File: config.mk
export PLATFORM = sky130hd
export DESIGN_NAME = bin2bcd_seq_flat
export DESIGN_NICKNAME = d
export VERILOG_FILES = /design/src/rtl/bin2bcd_seq_if.sv /design/src/rtl/bin2bcd_seq.sv /design/src/flat_wrapper.sv
export SDC_FILE = /design/constraint.sdc
export NUM_CORES = 1
export LEC_CHECK = 0
export ABC_AREA = 0
export CAP_MARGIN = 10
export CORE_MARGIN = 3
export CORE_UTILIZATION = 60
export DETAILED_ROUTE_END_ITERATION = 7
export DONT_BUFFER_PORTS = 1
export PLACE_DENSITY = 0.76
export SLEW_MARGIN = 20
export SYNTH_ARGS = -nofsm -noshare
export SYNTH_HDL_FRONTEND = slang
export SYNTH_SLANG_ARGS = --single-unit
File: constraint.sdc
create_clock -name clk -period 3.05 [get_ports clk]
set_input_delay 0.61 -clock clk [delete_from_list [all_inputs] [get_ports clk]]
set_output_delay 0.61 -clock clk [all_outputs]
set_load 0.01 [all_outputs]
File: src/rtl/bin2bcd_seq_if.sv
// rtl/bin2bcd_seq_if.sv - start/busy/done handshake and data bundle for bin2bcd_seq
interface bin2bcd_seq_if #(
  parameter int WIDTH  = 13,
  parameter int DIGITS = 4
);
  logic                  start;
  logic [WIDTH-1:0]      bin_in;
  logic                  busy;
  logic                  done;
  logic [4*DIGITS-1:0]   bcd_out;

  modport master (output start, bin_in, input busy, done, bcd_out);
  modport slave  (input start, bin_in, output busy, done, bcd_out);
endinterface

File: src/rtl/bin2bcd_seq.sv
// rtl/bin2bcd_seq.sv - sequential double-dabble binary to packed BCD converter
module bin2bcd_seq #(
  parameter int WIDTH  = 13,
  parameter int DIGITS = 4
) (
  input  logic          clk,
  input  logic          reset_n,
  bin2bcd_seq_if.slave  bus
);
  localparam int SW = 4*DIGITS + WIDTH;
  localparam int CW = $clog2(WIDTH + 1);

  if (((2**WIDTH) - 1) > ((10**DIGITS) - 1)) begin : g_width_check
    $fatal(1, "bin2bcd_seq: WIDTH too large for DIGITS");
  end

  typedef enum logic {IDLE, CONVERT} state_t;

  state_t              state_q, state_d;
  logic [SW-1:0]       sr_q, sr_d;
  logic [CW-1:0]       cnt_q, cnt_d;
  logic                busy_q, busy_d;
  logic                done_q, done_d;
  logic [4*DIGITS-1:0] bcd_q, bcd_d;
  logic [SW-1:0]       adj;
  logic [SW-1:0]       shifted;

  always_ff @(posedge clk or negedge reset_n) begin
    if (!reset_n) begin
      state_q <= IDLE;
      sr_q    <= '0;
      cnt_q   <= '0;
      busy_q  <= 1'b0;
      done_q  <= 1'b0;
      bcd_q   <= '0;
    end else begin
      state_q <= state_d;
      sr_q    <= sr_d;
      cnt_q   <= cnt_d;
      busy_q  <= busy_d;
      done_q  <= done_d;
      bcd_q   <= bcd_d;
    end
  end

  // Add-3 on every BCD digit >= 5 before the shift; max 9+3 so no digit overflow.
  always_comb begin
    adj = sr_q;
    for (int d = 0; d < DIGITS; d++) begin
      if (sr_q[WIDTH + 4*d +: 4] >= 4'd5) begin
        adj[WIDTH + 4*d +: 4] = sr_q[WIDTH + 4*d +: 4] + 4'd3;
      end
    end
    shifted = adj << 1;
  end

  always_comb begin
    state_d = state_q;
    sr_d    = sr_q;
    cnt_d   = cnt_q;
    busy_d  = busy_q;
    done_d  = 1'b0;
    bcd_d   = bcd_q;
    case (state_q)
      IDLE: begin
        if (bus.start) begin
          sr_d    = {{(4*DIGITS){1'b0}}, bus.bin_in};
          cnt_d   = '0;
          busy_d  = 1'b1;
          state_d = CONVERT;
        end
      end
      CONVERT: begin
        sr_d  = shifted;
        cnt_d = cnt_q + 1'b1;
        if (cnt_q == CW'(WIDTH - 1)) begin
          bcd_d   = shifted[SW-1 -: 4*DIGITS];
          done_d  = 1'b1;
          busy_d  = 1'b0;
          state_d = IDLE;
        end
      end
      default: state_d = IDLE;
    endcase
  end

  assign bus.busy    = busy_q;
  assign bus.done    = done_q;
  assign bus.bcd_out = bcd_q;
endmodule

File: src/flat_wrapper.sv
// flat-port wrapper written by rule: the top's interface ports become plain ports
module bin2bcd_seq_flat 
#(
  parameter int WIDTH  = 13,
  parameter int DIGITS = 4
)
  (clk, reset_n, bus_start, bus_bin_in, bus_busy, bus_done, bus_bcd_out);
  bin2bcd_seq_if #(.WIDTH(WIDTH), .DIGITS(DIGITS)) bus_i ();
  input  logic clk;
  input  logic reset_n;
  input wire logic [$bits(bus_i.start)-1:0] bus_start;
  input wire logic [$bits(bus_i.bin_in)-1:0] bus_bin_in;
  output wire logic [$bits(bus_i.busy)-1:0] bus_busy;
  output wire logic [$bits(bus_i.done)-1:0] bus_done;
  output wire logic [$bits(bus_i.bcd_out)-1:0] bus_bcd_out;
  assign bus_i.start = bus_start;
  assign bus_i.bin_in = bus_bin_in;
  assign bus_busy = bus_i.busy;
  assign bus_done = bus_i.done;
  assign bus_bcd_out = bus_i.bcd_out;
  bin2bcd_seq #(.WIDTH(WIDTH), .DIGITS(DIGITS)) u_core (.clk(clk), .reset_n(reset_n), .bus(bus_i));
endmodule
[After elaboration in Yosys (flattened, before gate mapping)]
Index checks and enable logic that the tools add are counted.
Cells by class
  $add $sub $neg: 5
  reduce and logical (&&, ||, !) cells: 2
  $lt $le $gt $ge: 4
  bitwise operators: 1
  multiplexer cells: 16
  eq/ne operators: 3
Operators by type and width (count)
  $pmux 29 s2: 1
  $mux 29: 1
  $ge 4x3->1 const B: 4
  $mux 4: 4
  $add 4x2->4 const B: 3
  $pmux 4 s2: 1
  $mux 1: 6
  $add 4x1->4 const B: 1
  $eq 4x4->1 const B: 1
  $ne 2x2->1 const B: 2
  $pmux 1 s2: 2
  $reduce_and 2->1: 2
  $add 3x2->3 const B: 1
  $mux 3: 1
  $not 1->1: 1
Storage, ports and cells
  bits in registers: 52
  word-level logic and storage cells: 37
  input port bits: 16
  output and inout port bits: 18

[Longest topological paths before layout]
Gate-level depths: netlist (run 1).
  word-level depth: 3
  mapped depth: 7

[Worst setup path after synthesis (run 1)]
OpenSTA, ideal clock, no wires.
  path type: reg2reg
  start: register u_core.cnt_q[0]
  end: register u_core.bcd_q[10] (netlist: u_core.bus.bcd_out[10])
  setup slack: 1603 ps
  arrival time: 1322 ps
  cell stages (with the launch flop): 7
  period minus slack after synthesis: 1447 ps
  path buffers: 1
  data required time: 2925 ps
  cells stage by stage: dfrtp_1 -> inv_1 -> ha_1 -> nand4_4 -> inv_2 -> buf_6 -> mux2_2
Between the ends
  cells in the longest elaborated chain, start to end: 2
RTL lines
  from (decl): RTL line bin2bcd_seq.sv:21  | logic [CW-1:0] cnt_q, cnt_d;
  from (signal assigned): RTL line bin2bcd_seq.sv:39  | cnt_q <= cnt_d;
  $eq 4x4->1: RTL line bin2bcd_seq.sv:76  | if (cnt_q == CW'(WIDTH - 1)) begin
  $reduce_and 2->1 (no source line)
  to (signal assigned): RTL line bin2bcd_seq.sv:35  | bcd_q <= '0;
  to (signal assigned): RTL line bin2bcd_seq.sv:42  | bcd_q <= bcd_d;
  to (decl): RTL line bin2bcd_seq.sv:24  | logic [4*DIGITS-1:0] bcd_q, bcd_d;
No other way between the ends.
A chain may end at the register's enable or synchronous reset.

[Worst setup path after layout (run 1)]
  start: register u_core.state_q
  end: register u_core.cnt_q[3]
Between the ends
  cells in the longest elaborated chain, start to end: 2
  elaborated cells on any way between the ends: 3
  classes of those cells: eq/ne: 1; mux: 1; bitwise: 1
RTL lines
  from (decl): RTL line bin2bcd_seq.sv:19  | state_t state_q, state_d;
  from (signal assigned): RTL line bin2bcd_seq.sv:37  | state_q <= state_d;
  $not 1->1: RTL line bin2bcd_seq.sv:64  | case (state_q)
  $pmux 4 s2 / $ne 2x2->1 (equally long branches)
Several ways; a longest one is shown, not always the timed one.

==> impl_summary.log, run 1 <==
INFO  metric outcome = finished, final reports clean
INFO  metric numClockSinks = 52
INFO  metric rrSetupSlack = 1.16 ns
INFO  metric via_per_inst = 5.85
INFO  metric antenna_found_initial = 0
INFO  metric worstPathArrival = 2.12 ns
INFO  metric num_vias = 1,631
INFO  metric hold_path.class = input pin to async pin
INFO  metric worstSetupEndpoint = u_core.cnt_q[3]$_DFFE_PN0P_
INFO  metric worstMarginPinSlew = 0.457 ns
INFO  metric cts.path.max_buffers = 2
INFO  metric globalplace.congestion = 0.812
INFO  metric synth_cell_type_count = 30
INFO  metric post_drt_wl_per_cell = 15.6 µm
INFO  metric worst_clock_skew = 0.0103 ns
INFO  metric postSynthNetCount = 259
INFO  metric max_cap_violations = 0
INFO  metric synth_sequential_area_ratio = 0.523
INFO  metric grt_start_max_net_pins = 53
INFO  metric rsz0062_at_grt = false
INFO  metric area_share_of_the_leading_cell_type_in_the_synthesized_netlist = 0.523
INFO  metric synth_enable_flop_cells = 0
INFO  metric drt_iter0_markers = 114
INFO  metric met1_length = 1870 µm
INFO  metric synthTopCellsByArea = sky130_fd_sc_hd__dfrtp_1 52%, sky130_fd_sc_hd__mux2i_1 6.8%, sky130_fd_sc_hd__o21ai_0 5.6%
INFO  metric clock_latency = 0.30 ns
INFO  metric io_pins = 34
INFO  metric regToRegEndpoint = u_core.cnt_q[3]$_DFFE_PN0P_
INFO  metric ys_warn_count = 0
INFO  metric die-width = 70.4 µm
INFO  metric synth_area = 0.00249 mm²
INFO  metric max_freq = 528 MHz
INFO  metric most_common_cell_after_layout_fill_and_taps_aside = sky130_fd_sc_hd__dfrtp_1
INFO  metric final_non_filler_cell_area = 0.00262 mm²
INFO  metric post-route-util = 0.683
INFO  metric cp_dominant_cell_by_count = sky130_fd_sc_hd__o21ai_0
INFO  metric power.leakage = 1.22 nW
INFO  metric design.die.area = 0.00496 mm²
INFO  metric remaining_drc_errors = 0
INFO  metric postSynthRegisterBits = 52
INFO  metric critical_path_peak_fanout = 50
INFO  metric power_density = 1040 mW/mm²
INFO  metric worst_ir_drop_vdd = 0.000667 V
INFO  metric cp_slowest_stage_delay = 0.51 ns
INFO  metric async_s_r_ff_share_synth = 1.00
INFO  metric synth_top_flop_cell = sky130_fd_sc_hd__dfrtp_1
INFO  metric area.growth.synth_to_final = 5.03%
INFO  metric dr.pass1.iters = 4
INFO  metric layout_common_cells = 52 x sky130_fd_sc_hd__dfrtp_1, 33 x sky130_fd_sc_hd__nand2_1, 28 x sky130_fd_sc_hd__o21ai_0
INFO  metric setup_violations = 0
INFO  metric met3_length = 199 µm
INFO  metric final_hold_viol_count = 0
INFO  metric ctsRootBufferMaster = sky130_fd_sc_hd__clkbuf_8
INFO  metric tritoncts.num_buffers = 5
INFO  metric n_fill_cell = 310
INFO  metric grt_util_all_layers = 0.194
INFO  metric first_pass_grt_wire_length = 7710 µm
INFO  metric synth_largest_area_cell = sky130_fd_sc_hd__dfrtp_1
INFO  metric reg2reg_from = u_core.state_q$_DFF_PN0_
INFO  metric post_route_cells_drive_above_1_share = 0.113
INFO  metric global_route.overflow_total = 0
INFO  metric synthesis.area_per_instance = 10.7 µm²
INFO  metric placement.io_buffers = 0
INFO  metric crit_start = u_core.state_q$_DFF_PN0_
INFO  metric tritoncts = done
INFO  metric layout_setup_ws = 1.16 ns
INFO  metric final.setup.tns = 0 ns
INFO  metric final_min_period_over_clock_period = 0.621
INFO  metric top_layer_used = met4
INFO  metric placed_area = 0.00249 mm²
INFO  metric setup.worst_path.start_class = flip-flop
INFO  metric timing.critical_path.required = 3.28 ns
INFO  metric worst_path_max_delay_cell = sky130_fd_sc_hd__clkinv_1
INFO  metric layout_min_cycle_time = 1.89 ns
INFO  metric place_ws = 1.18 ns
INFO  metric slew_violations = 0
INFO  metric die_height = 70.4 µm
INFO  metric r2r.worst_path.cells = 5
INFO  metric post_route_antenna_net_violation_count = 0
INFO  metric via_count_of_the_first_global_routing_pass = 1,643
INFO  metric met2_length = 2250 µm
INFO  metric std_cell_rows = 22
INFO  metric starting_density_of_the_core = 0.651
INFO  metric antenna_cells_inserted = 0
INFO  metric detailed_place_hpwl = 3020 µm
INFO  metric timing.slew.headroom = 0.694
INFO  metric finalHoldWorstSlack = 0.143 ns
INFO  metric end_kind = flip-flop
INFO  metric worstSetupPathType = flip-flop to flip-flop
INFO  metric final_net_count = 256
INFO  metric total_routed_wirelength = 4360 µm
INFO  metric h-tree-depth = 2
INFO  metric clock_edge_transition_at_the_registers_on_the_reported_setup_and_hold_paths = 0.09 ns
INFO  metric design.core.area = 0.00383 mm²
INFO  metric critical_path.cell_chain = buf_4, clkinv_1, a31oi_1, o21ai_0, o21ai_0
INFO  metric netlist_instances = 233
INFO  metric cts_resized = 0
state kept, by name (all words and copies together), names as in the netlist:
name                cells
u_core.sr_q            29
u_core.state_q          1
u_core.bus.bcd_out     16
u_core.cnt_q            4
u_core.bus.done         1
u_core.bus.busy         1
worst min-delay path by stage:
| stage | from | to | slack (ns) | depth (start not counted) |
|---|---|---|---|---|
| final | reset_n | u_core.bus.bcd_out[15]$_DFFE_PN0P_ | 0.14 | 1 |
| after CTS | reset_n | u_core.bus.busy$_DFFE_PN0P_ | 0.15 | 1 |
| after global routing | reset_n | u_core.bus.busy$_DFFE_PN0P_ | 0.15 | 1 |
| after detailed placement | reset_n | u_core.sr_q[26]$_DFFE_PN0P_ | 0.32 | 0 |
| after global placement | reset_n | u_core.sr_q[26]$_DFFE_PN0P_ | 0.32 | 0 |
| after floorplan | reset_n | u_core.bus.bcd_out[0]$_DFFE_PN0P_ | 0.31 | 0 |
routing by layer:
metal  vias up  GRT usage
met5         -          0
li1        797          -
met1       798      0.235
met3         5     0.0604
met4         0     0.0447
met2        31      0.336
critical path, delay by kind of cell, from the launching register on:
family	cells	cell delay, ns
buf+inv	2	0.93
compound gates	3	0.49
flops	1	0.40
Yosys cell counts, drive strengths merged (3+ instances only):
cell type,n
nand2,33
nor2,5
xnor2,4
mux2,8
dfrtp,52
o21ai,28
a21o,8
ha,10
nand2b,4
nor3,5
a21oi,12
o22ai,6
mux2i,17
inv,11
clkbuf,3
buf,9
nor3b,11
cell type report:
class	count	area, µm²	share of cell area
Timing Repair Buffer	2	35.0	0.0134
Clock inverter	2	10.0	0.00383
Multi-Input combinational cell	157	1080	0.413
Inverter	12	45.0	0.0172
Clock buffer	6	82.6	0.0316
Sequential cell	52	1300	0.498
Tap cell	48	60.1	0.0230
what timing repair did:
item,in CTS,in global routing
setup endpoints to repair,0,0
hold buffers,1,0
endpoints found under the hold margin,52,0
setup buffers,0,0
power breakdown:
group | internal, mW | switching (mW) | leakage [nW]
logic | 0.506 | 0.542 | 0.501
registers | 0.981 | 0.298 | 0.663
clock network | 0.181 | 0.213 | 0.0510
total | 1.67 | 1.05 | 1.22
cells by family (layout without fill, tap and decap cells):
group / count (synthesis) / in the layout / synth area share
AO/OA/AOI/OAI: 57 / 57 / 0.138
AND/OR/NAND/NOR: 61 / 61 / 0.125
buffers and inverters: 24 / 22 / 0.0432
flip-flops: 52 / 52 / 0.523
multiplexers: 25 / 25 / 0.108
adder cells (fa/ha/maj): 10 / 10 / 0.0503
XOR/XNOR: 4 / 4 / 0.0141
per-stage QoR:
step                      std cells  total power [mW]
after global routing            279              2.95
after CTS                       279              2.75
final                           279              2.72
after floorplan                 233              2.11
after global placement          270              2.24
after detailed placement        270              2.33
No activity file was read; power rests on OpenSTA's default activity.
==> inputs of run 2 (changes only) <==
Clock period 3.05 ns to 1.8 ns, I/O delays scaled along.
==> impl_summary.log, run 2 (synthesized netlist as in run 1, its figures left out) <==
INFO  metric cts_resized = 0
INFO  metric first_pass_grt_wire_length = 7820 µm
INFO  metric detailed_place_hpwl = 2990 µm
INFO  metric drt_iter0_markers = 59
INFO  metric globalplace.congestion = 0.716
INFO  metric worstMarginPinSlew = 0.473 ns
INFO  metric global_route.usage.met3 = 0.0662
INFO  metric final_hold_viol_count = 0
INFO  metric most_common_cell_after_layout_fill_and_taps_aside = sky130_fd_sc_hd__dfrtp_1
INFO  metric post_route_cells_drive_above_1_share = 0.112
INFO  metric layout_common_cells = 52 x sky130_fd_sc_hd__dfrtp_1, 33 x sky130_fd_sc_hd__nand2_1, 28 x sky130_fd_sc_hd__o21ai_0
INFO  metric power_density = 1760 mW/mm²
INFO  metric power.leakage = 1.22 nW
INFO  metric std_cell_rows = 22
INFO  metric finalHoldWorstSlack = 0.130 ns
INFO  metric post-route-util = 0.688
INFO  metric global_route.usage.met1 = 0.235
INFO  metric critical_path.cell_chain = clkinv_1, a31oi_1, o21ai_0, o21ai_0
INFO  metric die-width = 70.4 µm
INFO  metric numClockSinks = 52
INFO  metric cp_slowest_stage_delay = 0.50 ns
INFO  metric place_ws = 0.239 ns
INFO  metric total_routed_wirelength = 4440 µm
INFO  metric switching_power = 1.80 mW
INFO  metric reg2reg_from = u_core.state_q$_DFF_PN0_
INFO  metric area.growth.synth_to_final = 5.78%
INFO  metric rsz0062_at_grt = false
INFO  metric worst_ir_drop_vdd = 0.00103 V
INFO  metric max_freq = 631 MHz
INFO  metric grt_util_met2 = 0.341
INFO  metric layout_setup_ws = 0.215 ns
INFO  metric post_route_antenna_net_violation_count = 0
INFO  metric power.share.switching = 0.389
INFO  metric largest-register = u_core.sr_q
INFO  metric worst_path_max_delay_cell = sky130_fd_sc_hd__dfrtp_1
INFO  metric worstSetupPathType = flip-flop to flip-flop
INFO  metric timing.slew.headroom = 0.683
INFO  metric cts_hold_buffers = 2
INFO  metric final_net_count = 258
INFO  metric design.die.area = 0.00496 mm²
INFO  metric die_height = 70.4 µm
INFO  metric post_drt_wl_per_cell = 15.8 µm
INFO  metric power.clock.fraction = 0.150
INFO  metric worst_clock_skew = 0.00974 ns
INFO  metric grt_util_all_layers = 0.202
INFO  metric max_cap_violations = 0
INFO  metric largest_reg_flops = 29
INFO  metric outcome = finished, final reports clean
INFO  metric setup_violations = 0
INFO  metric remaining_drc_errors = 0
INFO  metric cp_dominant_cell_by_count = sky130_fd_sc_hd__o21ai_0
INFO  metric starting_density_of_the_core = 0.651
INFO  metric timing.critical_path.required = 2.02 ns
INFO  metric cp_num_buf_inv = 1
INFO  metric global_route.overflow_total = 0
INFO  metric crit_start = u_core.state_q$_DFF_PN0_
INFO  metric end_kind = flip-flop
INFO  metric tritoncts.num_buffers = 5
INFO  metric clock_latency = 0.31 ns
INFO  metric placement.io_buffers = 0
INFO  metric part_of_the_total_power_dissipated_in_sequential_elements = 0.469
INFO  metric via_per_inst = 5.87
INFO  metric layout_min_cycle_time = 1.58 ns
INFO  metric worst_path_dominant_cell_family = compound AO/OA/AOI/OAI gates
INFO  metric io_pins = 34
INFO  metric antenna_cells_inserted = 0
INFO  metric power.combinational.fraction = 0.381
INFO  metric critical_path_peak_fanout = 17
INFO  metric via_count_of_the_first_global_routing_pass = 1,738
INFO  metric setup.worst_path.start_class = flip-flop
INFO  metric num_vias = 1,649
INFO  metric clock_edge_transition_at_the_registers_on_the_reported_setup_and_hold_paths = 0.10 ns
INFO  metric hold_path.class = input pin to flip-flop
INFO  metric tritoncts = done
INFO  metric ctsRootBufferMaster = sky130_fd_sc_hd__clkbuf_8
INFO  metric post-cts-setup-buffer-count = 0
INFO  metric final.setup.tns = 0 ns
INFO  metric busiest_layer = met2
INFO  metric grt_start_max_net_pins = 53
INFO  metric design_internal_power = 2.84 mW
INFO  metric dr.pass1.iters = 4
INFO  metric h-tree-depth = 2
INFO  metric cts.path.max_buffers = 2
INFO  metric slew_violations = 0
INFO  metric worstPathArrival = 1.81 ns
INFO  metric final_min_period_over_clock_period = 0.880
INFO  metric worst_hold_startpoint = bus_start
INFO  metric design.core.area = 0.00383 mm²
INFO  metric antenna_found_initial = 0
[run 2: cell types whose count changed in the layout (fill, tap and decap cells not counted), sizes merged]
cell,delta
clkinv,-2
buf,+1
clkbuf,+1
clkinvlp,+1
dlygate4sd3,+1
[run 2: stage by stage]
step           power (mW)  area, µm²  instances
2_1_floorplan        3.58       2490        233
3_3_place_gp         3.79       2500        271
4_1_cts              4.68       2630        281
3_5_place_dp         3.95       2500        271
6_report             4.64       2630        281
5_1_grt              5.06       2630        281
[run 2: metal layers]
layer,wire length (µm),part of all wire
met1,1900,0.43
met4,57,0.013
met2,2280,0.51
met5,0,0
met3,203,0.046
[run 2: layout make-up]
cell class / instances / area, µm²
repair buffers: 4 / 52.6
clock inverters: 1 / 7.51
well taps: 48 / 60.1
inverters: 12 / 45.0
fillers: 296 / 1190
clock buffers: 7 / 86.3
multi-input cells: 157 / 1080
flip-flops and latches: 52 / 1300
[run 2: worst reg2reg max path, delay by kind of cell (launching register included)]
family / cells / cell delay, ns
AO/OA/AOI/OAI: 3 / 0.54
buffers and inverters: 1 / 0.46
flip-flops: 1 / 0.50
[run 2: power by group through the flow]
stage / combinational [mW] / sequential (mW) / clock [mW]
6_report: 1.77 / 2.18 / 0.695
5_1_grt: 2.04 / 2.25 / 0.769
2_1_floorplan: 1.51 / 2.07 / 0
3_3_place_gp: 1.63 / 2.16 / 0
4_1_cts: 1.79 / 2.18 / 0.705
3_5_place_dp: 1.75 / 2.20 / 0
[run 2: path summary, 6_finish.rpt]
| check | endpoint | slack [ns] | cells past startpoint |
|---|---|---|---|
| worst max-delay path | u_core.cnt_q[3]$_DFFE_PN0P_ | 0.22 | 4 |
| worst min-delay path | u_core.sr_q[24]$_DFFE_PN0P_ | 0.13 | 1 |
| worst max register to register | u_core.cnt_q[3]$_DFFE_PN0P_ | 0.22 | 4 |
| worst min register to register | u_core.sr_q[2]$_DFFE_PN0P_ | 0.49 | 2 |
| max in group asynchronous | u_core.bus.bcd_out[5]$_DFFE_PN0P_ | 1.01 | 2 |
| min in group asynchronous | u_core.bus.bcd_out[11]$_DFFE_PN0P_ | 0.56 | 2 |
==> inputs of run 3 (changes only) <==
--- a/config.mk
+++ b/config.mk
@@ -13,3 +13,3 @@
 export DONT_BUFFER_PORTS = 1
-export PLACE_DENSITY = 0.76
+export PLACE_DENSITY = 0.85
 export SLEW_MARGIN = 20
--- a/constraint.sdc
+++ b/constraint.sdc
@@ -3,2 +3,2 @@
 set_output_delay 0.36 -clock clk [all_outputs]
-set_load 0.01 [all_outputs]
+set_load 0.1 [all_outputs]
==> impl_summary.log, run 3 (synthesized netlist as in run 1, its figures left out) <==
INFO  metric outcome = finished, final reports clean
INFO  metric dr.pass1.iters = 4
INFO  metric worst_clock_skew = 0.00855 ns
INFO  metric largest-register = u_core.sr_q
INFO  metric layout_common_cells = 52 x sky130_fd_sc_hd__dfrtp_1, 33 x sky130_fd_sc_hd__nand2_1, 28 x sky130_fd_sc_hd__o21ai_0
INFO  metric die_height = 70.4 µm
INFO  metric post-cts-setup-buffer-count = 0
INFO  metric global_route.overflow_total = 0
INFO  metric grt_util_all_layers = 0.197
INFO  metric tritoncts = done
INFO  metric tritoncts.num_buffers = 5
INFO  metric n_fill_cell = 263
INFO  metric ctsRootBufferMaster = sky130_fd_sc_hd__clkbuf_8
INFO  metric setup_violations = 0
INFO  metric post_route_cells_drive_above_1_share = 0.156
INFO  metric critical_path_peak_fanout = 2
INFO  metric worstSetupPathType = flip-flop to primary output
INFO  metric timing.slew.headroom = 0.385
INFO  metric area_of_the_multi_input_gates = 0.00108 mm²
INFO  metric layout_min_cycle_time = 1.62 ns
INFO  metric clock_latency = 0.31 ns
INFO  metric starting_density_of_the_core = 0.651
INFO  metric area.growth.synth_to_final = 10.4%
INFO  metric die-width = 70.4 µm
INFO  metric placement.io_buffers = 0
INFO  metric clock_edge_transition_at_the_registers_on_the_reported_setup_and_hold_paths = 0.09 ns
INFO  metric final_min_period_over_clock_period = 0.902
INFO  metric final_hold_viol_count = 0
INFO  metric num_vias = 1,679
INFO  metric drt_iter0_markers = 86
INFO  metric cts.path.max_buffers = 2
INFO  metric remaining_drc_errors = 0
INFO  metric h-tree-depth = 2
INFO  metric globalplace.congestion = 0.763
INFO  metric std_cell_rows = 22
INFO  metric design.core.area = 0.00383 mm²
INFO  metric antenna_found_initial = 0
INFO  metric final.setup.tns = 0 ns
INFO  metric timing.critical_path.required = 1.44 ns
INFO  metric worstMarginPinSlew = 0.922 ns
INFO  metric first_pass_grt_wire_length = 7710 µm
INFO  metric io_pins = 34
INFO  metric post_drt_wl_per_cell = 15.3 µm
INFO  metric design.die.area = 0.00496 mm²
INFO  metric hold_path.class = input pin to flip-flop
INFO  metric numClockSinks = 52
INFO  metric total_routed_wirelength = 4460 µm
INFO  metric via_per_inst = 5.75
INFO  metric max_freq = 616 MHz
INFO  metric detailed_place_hpwl = 2940 µm
INFO  metric end_kind = primary output
INFO  metric worstPathArrival = 1.26 ns
INFO  metric cts_resized = 0
INFO  metric post_route_antenna_net_violation_count = 0
INFO  metric via_count_of_the_first_global_routing_pass = 1,633
INFO  metric antenna_cells_inserted = 0
INFO  metric setup.worst_path.start_class = flip-flop
INFO  metric seqCellArea = 0.00130 mm²
INFO  metric max_cap_violations = 0
INFO  metric most_common_cell_after_layout_fill_and_taps_aside = sky130_fd_sc_hd__dfrtp_1
INFO  metric slew_violations = 0
INFO  metric final_net_count = 269
INFO  metric largest_reg_flops = 29
INFO  metric grt_start_max_net_pins = 53
INFO  metric rsz0062_at_grt = false
run 3: cell count changes in the layout (fill, tap and decap cells not counted), sizes merged:
cell	change
buf	+11
bufinv	+1
clkinvlp	-1
run 3: repair_timing:
item | CTS | global route
endpoints found under the hold margin | 52 | 0
hold buffers | 2 | 0
setup endpoints to repair | 0 | 0
run 3: path summary, 6_finish.rpt:
kind / startpoint / to / slack, ns / depth (start not counted)
hold / removal: bus_start / u_core.sr_q[28]$_DFFE_PN0P_ / 0.13 / 1
setup / recovery: u_core.bus.bcd_out[2]$_DFFE_PN0P_ / bus_bcd_out[2] / 0.18 / 0
setup reg to reg: u_core.sr_q[25]$_DFFE_PN0P_ / u_core.bus.bcd_out[14]$_DFFE_PN0P_ / 0.20 / 5
min in group asynchronous: reset_n / u_core.bus.bcd_out[14]$_DFFE_PN0P_ / 0.56 / 2
hold reg to reg: u_core.bus.bcd_out[15]$_DFFE_PN0P_ / u_core.bus.bcd_out[15]$_DFFE_PN0P_ / 0.49 / 2
max in group asynchronous: reset_n / u_core.sr_q[18]$_DFFE_PN0P_ / 1.01 / 2
run 3: per-layer routing:
metal | global-route usage | vias up | share of wire
met4 | 0.0787 | 0 | 0.022
met3 | 0.0576 | 11 | 0.056
met5 | 0 | - | 0
li1 | - | 826 | -
met2 | 0.304 | 37 | 0.47
met1 | 0.260 | 805 | 0.45
run 3: final cells by class:
type,count,area share
well taps,48,0.0218
repair buffers,15,0.0492
multi-input cells,157,0.393
inverters,12,0.0164
flip-flops and latches,52,0.473
clock inverters,1,0.0109
clock buffers,7,0.0350
run 3: metrics by stage:
step                hold WS (ns)  std cells  utilization  worst slack (ns)  area, µm²
floorplan                 0.0644        233            -             0.352       2490
global placement          0.0661        282        0.676             0.303       2580
detailed placement        0.0661        282        0.676             0.245       2580
CTS                        0.123        292        0.718             0.166       2750
global route               0.120        292        0.718            0.0788       2750
finish                     0.133        292        0.718             0.177       2750
Power of run 3 is left out: the tool's default activity adds up to more than one toggle a clock period on the data nets, which glitch-free logic cannot reach.
